## src/rtl/row_clear_ctrl.sv

```systemverilog
// Row-clear controller: scans a landed board bottom-up, removes full rows,
// compacts the stack and accumulates a saturating score.
module row_clear_ctrl #(
  parameter int BLOCKS_WIDE = 10,
  parameter int BLOCKS_HIGH = 22,
  parameter int BITS_Y_POS  = 5,
  parameter int BITS_SCORE  = 14
) (
  input  logic                               clk,
  input  logic                               rst,
  input  logic                               start,
  input  logic                               pause,
  input  logic [BLOCKS_WIDE*BLOCKS_HIGH-1:0] board_in,
  output logic [BLOCKS_WIDE*BLOCKS_HIGH-1:0] board_out,
  output logic                               busy,
  output logic                               done,
  output logic [BITS_Y_POS-1:0]              lines_cleared,
  output logic [BITS_SCORE-1:0]              score
);

  localparam int NB = BLOCKS_WIDE * BLOCKS_HIGH;
  localparam int SW = BITS_SCORE + 1;

  localparam logic [BITS_Y_POS-1:0] ROW_TOP = BITS_Y_POS'(BLOCKS_HIGH - 1);
  localparam logic [BITS_Y_POS-1:0] CNT_MAX = BITS_Y_POS'(BLOCKS_HIGH);
  localparam logic [SW-1:0]         SC_MAX  = {1'b0, {BITS_SCORE{1'b1}}};

  typedef enum logic [1:0] {
    IDLE,
    SCAN,
    SHIFT,
    FINISH
  } state_t;

  state_t                state_q, state_d;
  logic [BITS_Y_POS-1:0] row_q, row_d;
  logic [BITS_Y_POS-1:0] count_q, count_d;
  logic [NB-1:0]         board_q, board_d;
  logic [BITS_Y_POS-1:0] lines_q, lines_d;
  logic [BITS_SCORE-1:0] score_q, score_d;
  logic                  done_q, done_d;

  logic [BLOCKS_HIGH-1:0] full_rows;
  logic                   row_full;
  logic [NB-1:0]          shifted;
  logic [3:0]             pts;
  logic [SW-1:0]          sum;

  function automatic logic [3:0] points(input logic [BITS_Y_POS-1:0] n);
    case (n)
      BITS_Y_POS'(0): points = 4'd0;
      BITS_Y_POS'(1): points = 4'd1;
      BITS_Y_POS'(2): points = 4'd3;
      BITS_Y_POS'(3): points = 4'd5;
      default:        points = 4'd8;
    endcase
  endfunction

  always_comb begin
    for (int r = 0; r < BLOCKS_HIGH; r++) begin
      full_rows[r] = &board_q[r*BLOCKS_WIDE +: BLOCKS_WIDE];
    end
  end

  assign row_full = full_rows[row_q];

  // Everything at or above the cleared row drops by one; row 0 refills empty.
  always_comb begin
    shifted = board_q;
    shifted[0 +: BLOCKS_WIDE] = '0;
    for (int r = 1; r < BLOCKS_HIGH; r++) begin
      if (BITS_Y_POS'(r) <= row_q) begin
        shifted[r*BLOCKS_WIDE +: BLOCKS_WIDE] =
          board_q[(r-1)*BLOCKS_WIDE +: BLOCKS_WIDE];
      end
    end
  end

  assign pts = points(count_q);
  assign sum = {1'b0, score_q} + SW'(pts);

  always_comb begin
    state_d = state_q;
    row_d   = row_q;
    count_d = count_q;
    board_d = board_q;
    lines_d = lines_q;
    score_d = score_q;
    done_d  = 1'b0;
    if (!pause) begin
      unique case (state_q)
        IDLE: begin
          if (start) begin
            board_d = board_in;
            row_d   = ROW_TOP;
            count_d = '0;
            state_d = SCAN;
          end
        end
        SCAN: begin
          if (row_full) begin
            state_d = SHIFT;
          end else if (row_q == '0) begin
            state_d = FINISH;
          end else begin
            row_d = row_q - BITS_Y_POS'(1);
          end
        end
        SHIFT: begin
          board_d = shifted;
          if (count_q != CNT_MAX) begin
            count_d = count_q + BITS_Y_POS'(1);
          end
          state_d = SCAN;
        end
        FINISH: begin
          lines_d = count_q;
          score_d = (sum > SC_MAX) ? SC_MAX[BITS_SCORE-1:0]
                                   : sum[BITS_SCORE-1:0];
          done_d  = 1'b1;
          state_d = IDLE;
        end
        default: state_d = IDLE;
      endcase
    end
  end

  always_ff @(posedge clk or posedge rst) begin
    if (rst) begin
      state_q <= IDLE;
      row_q   <= '0;
      count_q <= '0;
      board_q <= '0;
      lines_q <= '0;
      score_q <= '0;
      done_q  <= 1'b0;
    end else begin
      state_q <= state_d;
      row_q   <= row_d;
      count_q <= count_d;
      board_q <= board_d;
      lines_q <= lines_d;
      score_q <= score_d;
      done_q  <= done_d;
    end
  end

  assign board_out     = board_q;
  assign busy          = (state_q != IDLE);
  assign done          = done_q;
  assign lines_cleared = lines_q;
  assign score         = score_q;

endmodule

```

## config.mk

```make
export PLATFORM = sky130hd
export DESIGN_NAME = row_clear_ctrl
export DESIGN_NICKNAME = d
export VERILOG_FILES = /design/src/rtl/row_clear_ctrl.sv
export SDC_FILE = /design/constraint.sdc
export NUM_CORES = 1
export LEC_CHECK = 0
export CAP_MARGIN = 20
export CORE_AREA = 2 2 180 182
export DETAILED_ROUTE_END_ITERATION = 10
export DIE_AREA = 0 0 182 184
export HOLD_SLACK_MARGIN = 0.12
export PLACE_DENSITY = 0.73
export SYNTH_ARGS = -nofsm -noshare
export SYNTH_HDL_FRONTEND = slang
export SYNTH_SLANG_ARGS = --single-unit
```

## constraint.sdc

```tcl
create_clock -name clk -period 13.89 [get_ports clk]
set_clock_uncertainty 0.2 [all_clocks]
set_input_delay 4.167 -clock clk [delete_from_list [all_inputs] [get_ports clk]]
set_output_delay 4.167 -clock clk [all_outputs]
set_load 0.02 [all_outputs]
```

; Yosys cells after proc, flatten, opt, wreduce, memory -nomap -nowiden
; Index checks and enable logic that the tools add are counted.
; W data, S select, Z words.
[op_classes]
n_eq_ne = 33
n_bitwise = 1
addsub = 3
reduce_logical = 54
order_cmp = 23
n_mux = 40
[op_table]
columns = cell, n
row1 = $pmux W220 S2, 1
row2 = $mux W220, 1
row3 = $reduce_and A10 Y1, 22
row4 = $mux W10, 21
row5 = $reduce_and A4 Y1, 22
row6 = $ne A2 B2 Y1 const B, 25
row7 = $le A4 B5 Y1 const A, 8
row8 = $le A5 B5 Y1 const A, 6
row9 = $mux W5, 5
row10 = $le A3 B5 Y1 const A, 4
row11 = $pmux W5 S2, 2
row12 = $pmux W4 S4, 1
row13 = $add A14 B4 Y15, 1
row14 = $gt A15 B14 Y1 const B, 1
row15 = $mux W14, 1
row16 = $eq A5 B2 Y1 const B, 2
row17 = $le A2 B5 Y1 const A, 2
row18 = $logic_not A5 Y1, 2
row19 = $pmux W2 S4, 1
row20 = $lt A5 B6 Y1 const B, 1
row21 = $mux W2, 3
row22 = $reduce_and A3 Y1, 2
row23 = $reduce_bool A2 Y1, 3
row24 = $add A5 B1 Y5 const B, 1
row25 = other kinds (13), 16
[word_totals]
wordCells = 182
output_inout_bits = 241
regBits = 252

; Longest topological paths before layout
[depth]
ltp_word = 5
depth_mapped = 13
depth_no_buf = 13

; Worst setup path after synthesis
; No wires, ideal clock.
[synth_timing]
kind = input to register
startpoint = in start
endpoint = reg board_q[20] (netlist: board_out[20])
slack_ns = 8.251
path_stages = 7
arrival_time_ns = 5.298
n_path_buf = 2
required_time_ns = 13.549
path_cell_list = nor2_1 > or3_1 > buf_2 > a21oi_1 > a21o_1 > clkbuf_1 > a31oi_1
[synth_between]
elab_chain_len = 2
[synth_lines]
columns = item, line_no
row1 = start: declaration, 11  ; input logic start,
row2 = $ne A2 B2 Y1 (no line), -
row3 = $reduce_and A4 Y1 (no line), -
row4 = end signal: assignment, 141  ; board_q <= board_d;
row5 = end: declaration, 38  ; logic [NB-1:0] board_q, board_d;
; Every way passes these cells.
; A chain may end at the register's enable or synchronous reset.

; Worst setup path in the final report
[layout_timing]
startpoint = reg state_q[1]
endpoint = out busy
[layout_between]
elab_chain_len = 1
[layout_lines]
columns = item, line_no
row1 = start: declaration, 35  ; state_t state_q, state_d;
row2 = start signal: assignment, 138  ; state_q <= state_d;
row3 = $reduce_bool A2 Y1, 149  ; assign busy = (state_q != IDLE);
row4 = end: declaration, 15  ; output logic busy,
; Every way passes these cells.

==> metrics <==
run status=finished clean; TNS Setup=0 ns; drt pass-1 iters=6; syn_area_per_cell=between 8 and 9 um2; hold depth=2; Cell Pwr Density=239 mW/mm2; Final HPWL DP=39500 um; max incr delay on CP=0.54 ns; clk sink count=roughly 250; Worst R2R Path Depth=8; largest net degree at the start of global routing=109; Max-slew headroom=0.322; clk_lat worst skew=roughly 0.55 ns; Worst-Margin Slew=between 1 and 1.5 ns; peak supply drop=0.138 mV; post-route ant nets=0; Mapped Cells=1487; Yosys reg bits=252; Post-Syn Nets=1725; worst r2r src=state_q[1]; Vias/cell=5.59; Critical Path Slowest Stage Cell=clkdlybuf4s50_1; gr usage total=0.303; first-pass GRT wire length=77600 um; final non-filler cell total=2331; crit path max fanout=10; flop-to-flop setup slack=about 9.9 ns; YS warnings=0; Die H=184 um; Hold EP=lines_cleared[2]; grt total ovfl=0; Cells after DPL=2281; achievable frequency=0.158 GHz; Crit Path Category=flip-flop to output pin; final hold viol count=0; detailed-route via count=13.0k; r2r endpoint=board_out[199]; Post-CTS Hold Buffers=0; number of global-route vias before repair=roughly 12k; Final period util=0.456; nets=2148; EDFF count, synth=0; Routed WL per cell=22.4 um; top_reg_cell synth=dfrtp_1; share of cells above drive strength 1=0.0456; DRC=0; initial core utilization=0.396; CORE AREA=roughly 0.031 mm2; Seq/Total Area, Yosys=0.508; Area Growth Syn to Fin=47.4%; CTS max path bufs=3; # setup viols final=0; RSZ-0062 raised after global routing=no; Mapped Area=0.0124 mm2; max-cap violations=0; CTS buffer count=28; clock root buffer=clkbuf_16; Async SR Flop Fraction=1.00; worst hold path type=flip-flop to flip-flop; Leak=a little under 0.008 uW; I/O Pins=465; CTS tree=yes; post-CTS sizing=0; worst path required time=9.52 ns; setup bufs post-CTS=0; final wirelength=52300 um; drt initial violations=between 1k and 1.5k; post-synthesis cell type count=56; Buffers on Ports=464; CP Capture Type=output pin; CP Cell Sequence=or2_2 -> clkdlybuf4s50_1; Pins Over Slew Limit=0; HP Start=lines_cleared[2]; register clock-pin slew on the reported worst setup and hold paths=roughly 0.060 ns; crit start category=flip-flop; H-Tree Depth=1; GPL Wtd Cong=between 0.9 and 1; min Tclk post-route=6.34 ns; die area=0.0335 mm2; initial antenna violation count=5; WP data arrival=1.97 ns; die width=182 um; site row count=65
## synthesized netlist by cell type, drive strengths merged, types with 6 or more instances
cell type / count / area, um2
mux2i: 33 / 330
nand3: 23 / 120
xor2: 6 / 52.6
nor3: 19 / 100
a22o: 10 / 87.6
nor2: 206 / 776
nand2: 443 / 1670
ha: 13 / 163
dfrtp: 252 / 6310
buf: 33 / 179
clkbuf: 67 / 251
a31oi: 182 / 1140
o21ai: 53 / 265
inv: 15 / 56.3
nand4: 45 / 282
a21oi: 22 / 110
## sequential cells by signal, indices dropped and copies added, names as in the netlist
name	count
lines_cleared	5
state_q	2
count_q	5
done	1
board_out	220
row_q	5
score	14
## report_power, final
| part | leakage (uW) | switching, uW | internal (uW) |
|---|---|---|---|
| Sequential | 0.00291 | 560 | 1070 |
| Combinational | 0.00452 | 1070 | 920 |
| Clock | 0.000461 | 305 | 446 |
| Total | 0.00789 | 1940 | 2430 |
## worst max-delay path, delay by kind of cell, from the launching register on
kind                   cells  cell delay [ns]
AND/OR/NAND/NOR            1             0.37
buffers and inverters      1             0.54
flip-flops                 1             0.51
## cells by family (layout without fill, tap and decap cells)
group                    Yosys count  after routing  share of synthesized area
flip-flops                       252            252                      0.508
XOR/XNOR                           9              9                    0.00635
AO/OA/AOI/OAI                    288            288                      0.144
multiplexers                      35             35                     0.0284
adder cells (fa/ha/maj)           14             14                     0.0147
buffers and inverters            115            556                     0.0392
AND/OR/NAND/NOR                  774            774                      0.259
other                              0              1                          0
## area by class of cell
type	count	area, um2
tap	402	503
clock buffer	39	823
multi-input combinational	1120	5640
inverter	15	63.8
antenna	1	2.50
sequential	252	6310
timing repair buffer	493	4860
clock inverter	9	98.8
fill	2727	13100
## stage by stage
stage / hold slack, ns / util / total power, uW / cell area, um2 / setup WS (ns)
after floorplan: 0.293 / - / 2450 / 12400 / 2.59
after global placement: 0.271 / 0.553 / 3580 / 17400 / 7.12
after detailed placement: 0.273 / 0.553 / 3620 / 17400 / 7.08
after CTS: 0.288 / 0.583 / 4370 / 18300 / 7.54
after global routing: 0.326 / 0.583 / 4590 / 18300 / 7.46
final: 0.288 / 0.583 / 4370 / 18300 / 7.55
## worst max-delay path by stage
stage                    start             to  slack [ns]  cells past startpoint
CTS                 state_q[1]           busy        7.54                      2
finish              state_q[1]           busy        7.55                      2
global placement         pause  board_out[58]        7.12                      5
global route        state_q[1]           busy        7.46                      2
detailed placement       pause  board_out[54]        7.08                      5
floorplan                  rst   board_out[0]        2.59                      1
## cell usage in the layout (no fill, tap or decap), types with 10 or more instances in the layout
| master | n |
|---|---|
| clkdlybuf4s50_1 | 464 |
| nand2_1 | 442 |
| dfrtp_1 | 252 |
| nor2_1 | 204 |
| a31oi_1 | 182 |
| nand4_1 | 45 |
| mux2i_1 | 33 |
| o21ai_0 | 32 |
| clkbuf_16 | 29 |
| buf_4 | 29 |
| nand3_1 | 22 |
| a21oi_1 | 22 |
| o21ai_1 | 21 |
| nor3_1 | 18 |
| ha_1 | 13 |
| inv_1 | 11 |
| a22o_1 | 10 |
## routing by layer
layer / GRT usage / share of wire
met1: 0.382 / 0.39
met2: 0.517 / 0.49
met3: 0.0743 / 0.090
met4: 0.0868 / 0.028
met5: 0 / 0.00098
Power figures use the tool's default switching activity.
==> RTL edit: new RTL, same settings <==
The parameter `BITS_SCORE` goes from 14 to 18.
--- a/src/rtl/row_clear_ctrl.sv
+++ b/src/rtl/row_clear_ctrl.sv
@@ -4,7 +4,7 @@
   parameter int BLOCKS_WIDE = 10,
   parameter int BLOCKS_HIGH = 22,
   parameter int BITS_Y_POS  = 5,
-  parameter int BITS_SCORE  = 14
+  parameter int BITS_SCORE  = 18
 ) (
   input  logic                               clk,
   input  logic                               rst,
Interface: changed (resized score); port bits go from 465 to 469. The function was not compared with the original's and may differ.
==> RTL edit against the original RTL <==
  * Combinational power increased by 11%
  * Power up 4.9%
  * Utilization increased by 1.1 points
  * Setup slack worse by 580 ps
  * Synthesized area up 1.7%
  * Sequential cell count up 4
  * Cell area grew 2.0%
  * Non-clock buffer count rose by 4
  * Via count grew 1.5%
  * First-iteration DRC count up 7.3%
  * Wire length decreased by 3.0%
==> RTL edit: results (changes against the original RTL) <==
reg2reg setup slack 9700 ps (-220 ps); # port buffers 468 (+0.86%); antenna violations before repair 2 (-3); first-pass GRT wire length 76580 um (-1.3%); largest net degree at the start of global routing 111 (+1.8%); Post-Syn Nets 1757 (+1.9%); Period Utilization, post-route 49.77% (+4.1 points); GR Util met2 51.24% (-0.49 points); outcome completed; peak supply drop 0.1240 mV (-9.8%); M1 GR Usage 37.47% (-0.77 points); CP max stage delay 790 ps (+250 ps); GRT Util Overall 29.53% (-0.76 points); Top Family by Delay on Critical Path compound AO/OA/AOI/OAI gates; Power Total 4.587 mW (+4.9%); Hold Path End lines_cleared[3]$_DFFE_PP0P_; Clk power 0.764 mW (+2%); hold path startpoint lines_cleared[3]$_DFFE_PP0P_; Synth Instances 1519 (+2.2%); DR top layer met4; capturing point of the worst reg2reg path board_out[21]$_DFFE_PP0P_; initial drt markers 1134 (+7.3%); crit end category flip-flop; CTS Buf Count 29 (+3.6%); non-filler cells, final 2368 (+1.6%); ranking of synthesized cells by area dfrtp_1 (51%), nand2_1 (13%), a31oi_1 (9.6%); max_slew headroom 24.64% (-7.5 points); Commonest cells post-synth nand2_1 (452), dfrtp_1 (256), nor2_1 (213); Vias/cell 5.588 (-0.12%); hold slack 285.3 ps (-2.884 ps); CP max stage cell a31oi_2; Place WS 6445 ps (-635.5 ps); Int Pwr 2.532 mW (+4.0%); metal3 WL 3952 um (-16%); placed insts 2308 (+1.2%); DPL Wire Length 38120 um (-3.5%); CP Launch Point start; Netlist cell types 59 (+5.4%); P_leak 7.889 nW (about the same); WL per Instance 21.42 um (-4.5%); routed length on met2 25270 um (-0.66%); global routing usage on met3 6.042% (-1.4 points); vias in the first global route 12760 (+3.1%); CTS clk-pin slew, worst paths 60 ps (about the same); placed cell area 17630 um2 (+1.5%); share of total power in combinational logic 48.1% (+2.5 points); DRT Pass-1 Iters 8 (+2); fin nets 2180 (+1.5%); Met1 Wirelength 20180 um (-2.2%); reg2reg path depth 7 (-1); register area share after synthesis 50.71% (-0.078 points); worst-path maximum fanout 21 (+11); layout cells sized above 1 4.735% (+0.17 points); worst r2r src state_q[0]$_DFFE_PP0P_; gpl congestion 0.8954 (-5.1%)
RTL edit: worst reg2reg max path, cell delays in order, from the launching register on:
cell and delay, ps:
dfrtp_1 660, nand2b_4 670, buf_4 850, nor2_1 190, a31oi_2 760, a21o_1 510, nor2_1 80, a31oi_1 170
RTL edit: final cells by class:
class                           count  area [um2]
Antenna cell                        2       5.005
Clock buffer                       43       868.3
Clock inverter                     10       85.08
Fill cell                        2785       12740
Inverter                           12       52.55
Multi-Input combinational cell   1146        5802
Sequential cell                   256        6406
Tap cell                          402       503.0
Timing Repair Buffer              497        4935
RTL edit: cell families after synthesis:
group / Yosys count / synth area share (%)
XOR/XNOR: 6 / 0.4160
flip-flops: 256 / 50.71
AND/OR/NAND/NOR: 779 / 25.38
buffers and inverters: 117 / 3.635
adder cells (fa/ha/maj): 14 / 1.446
AO/OA/AOI/OAI: 326 / 16.75
multiplexers: 21 / 1.664
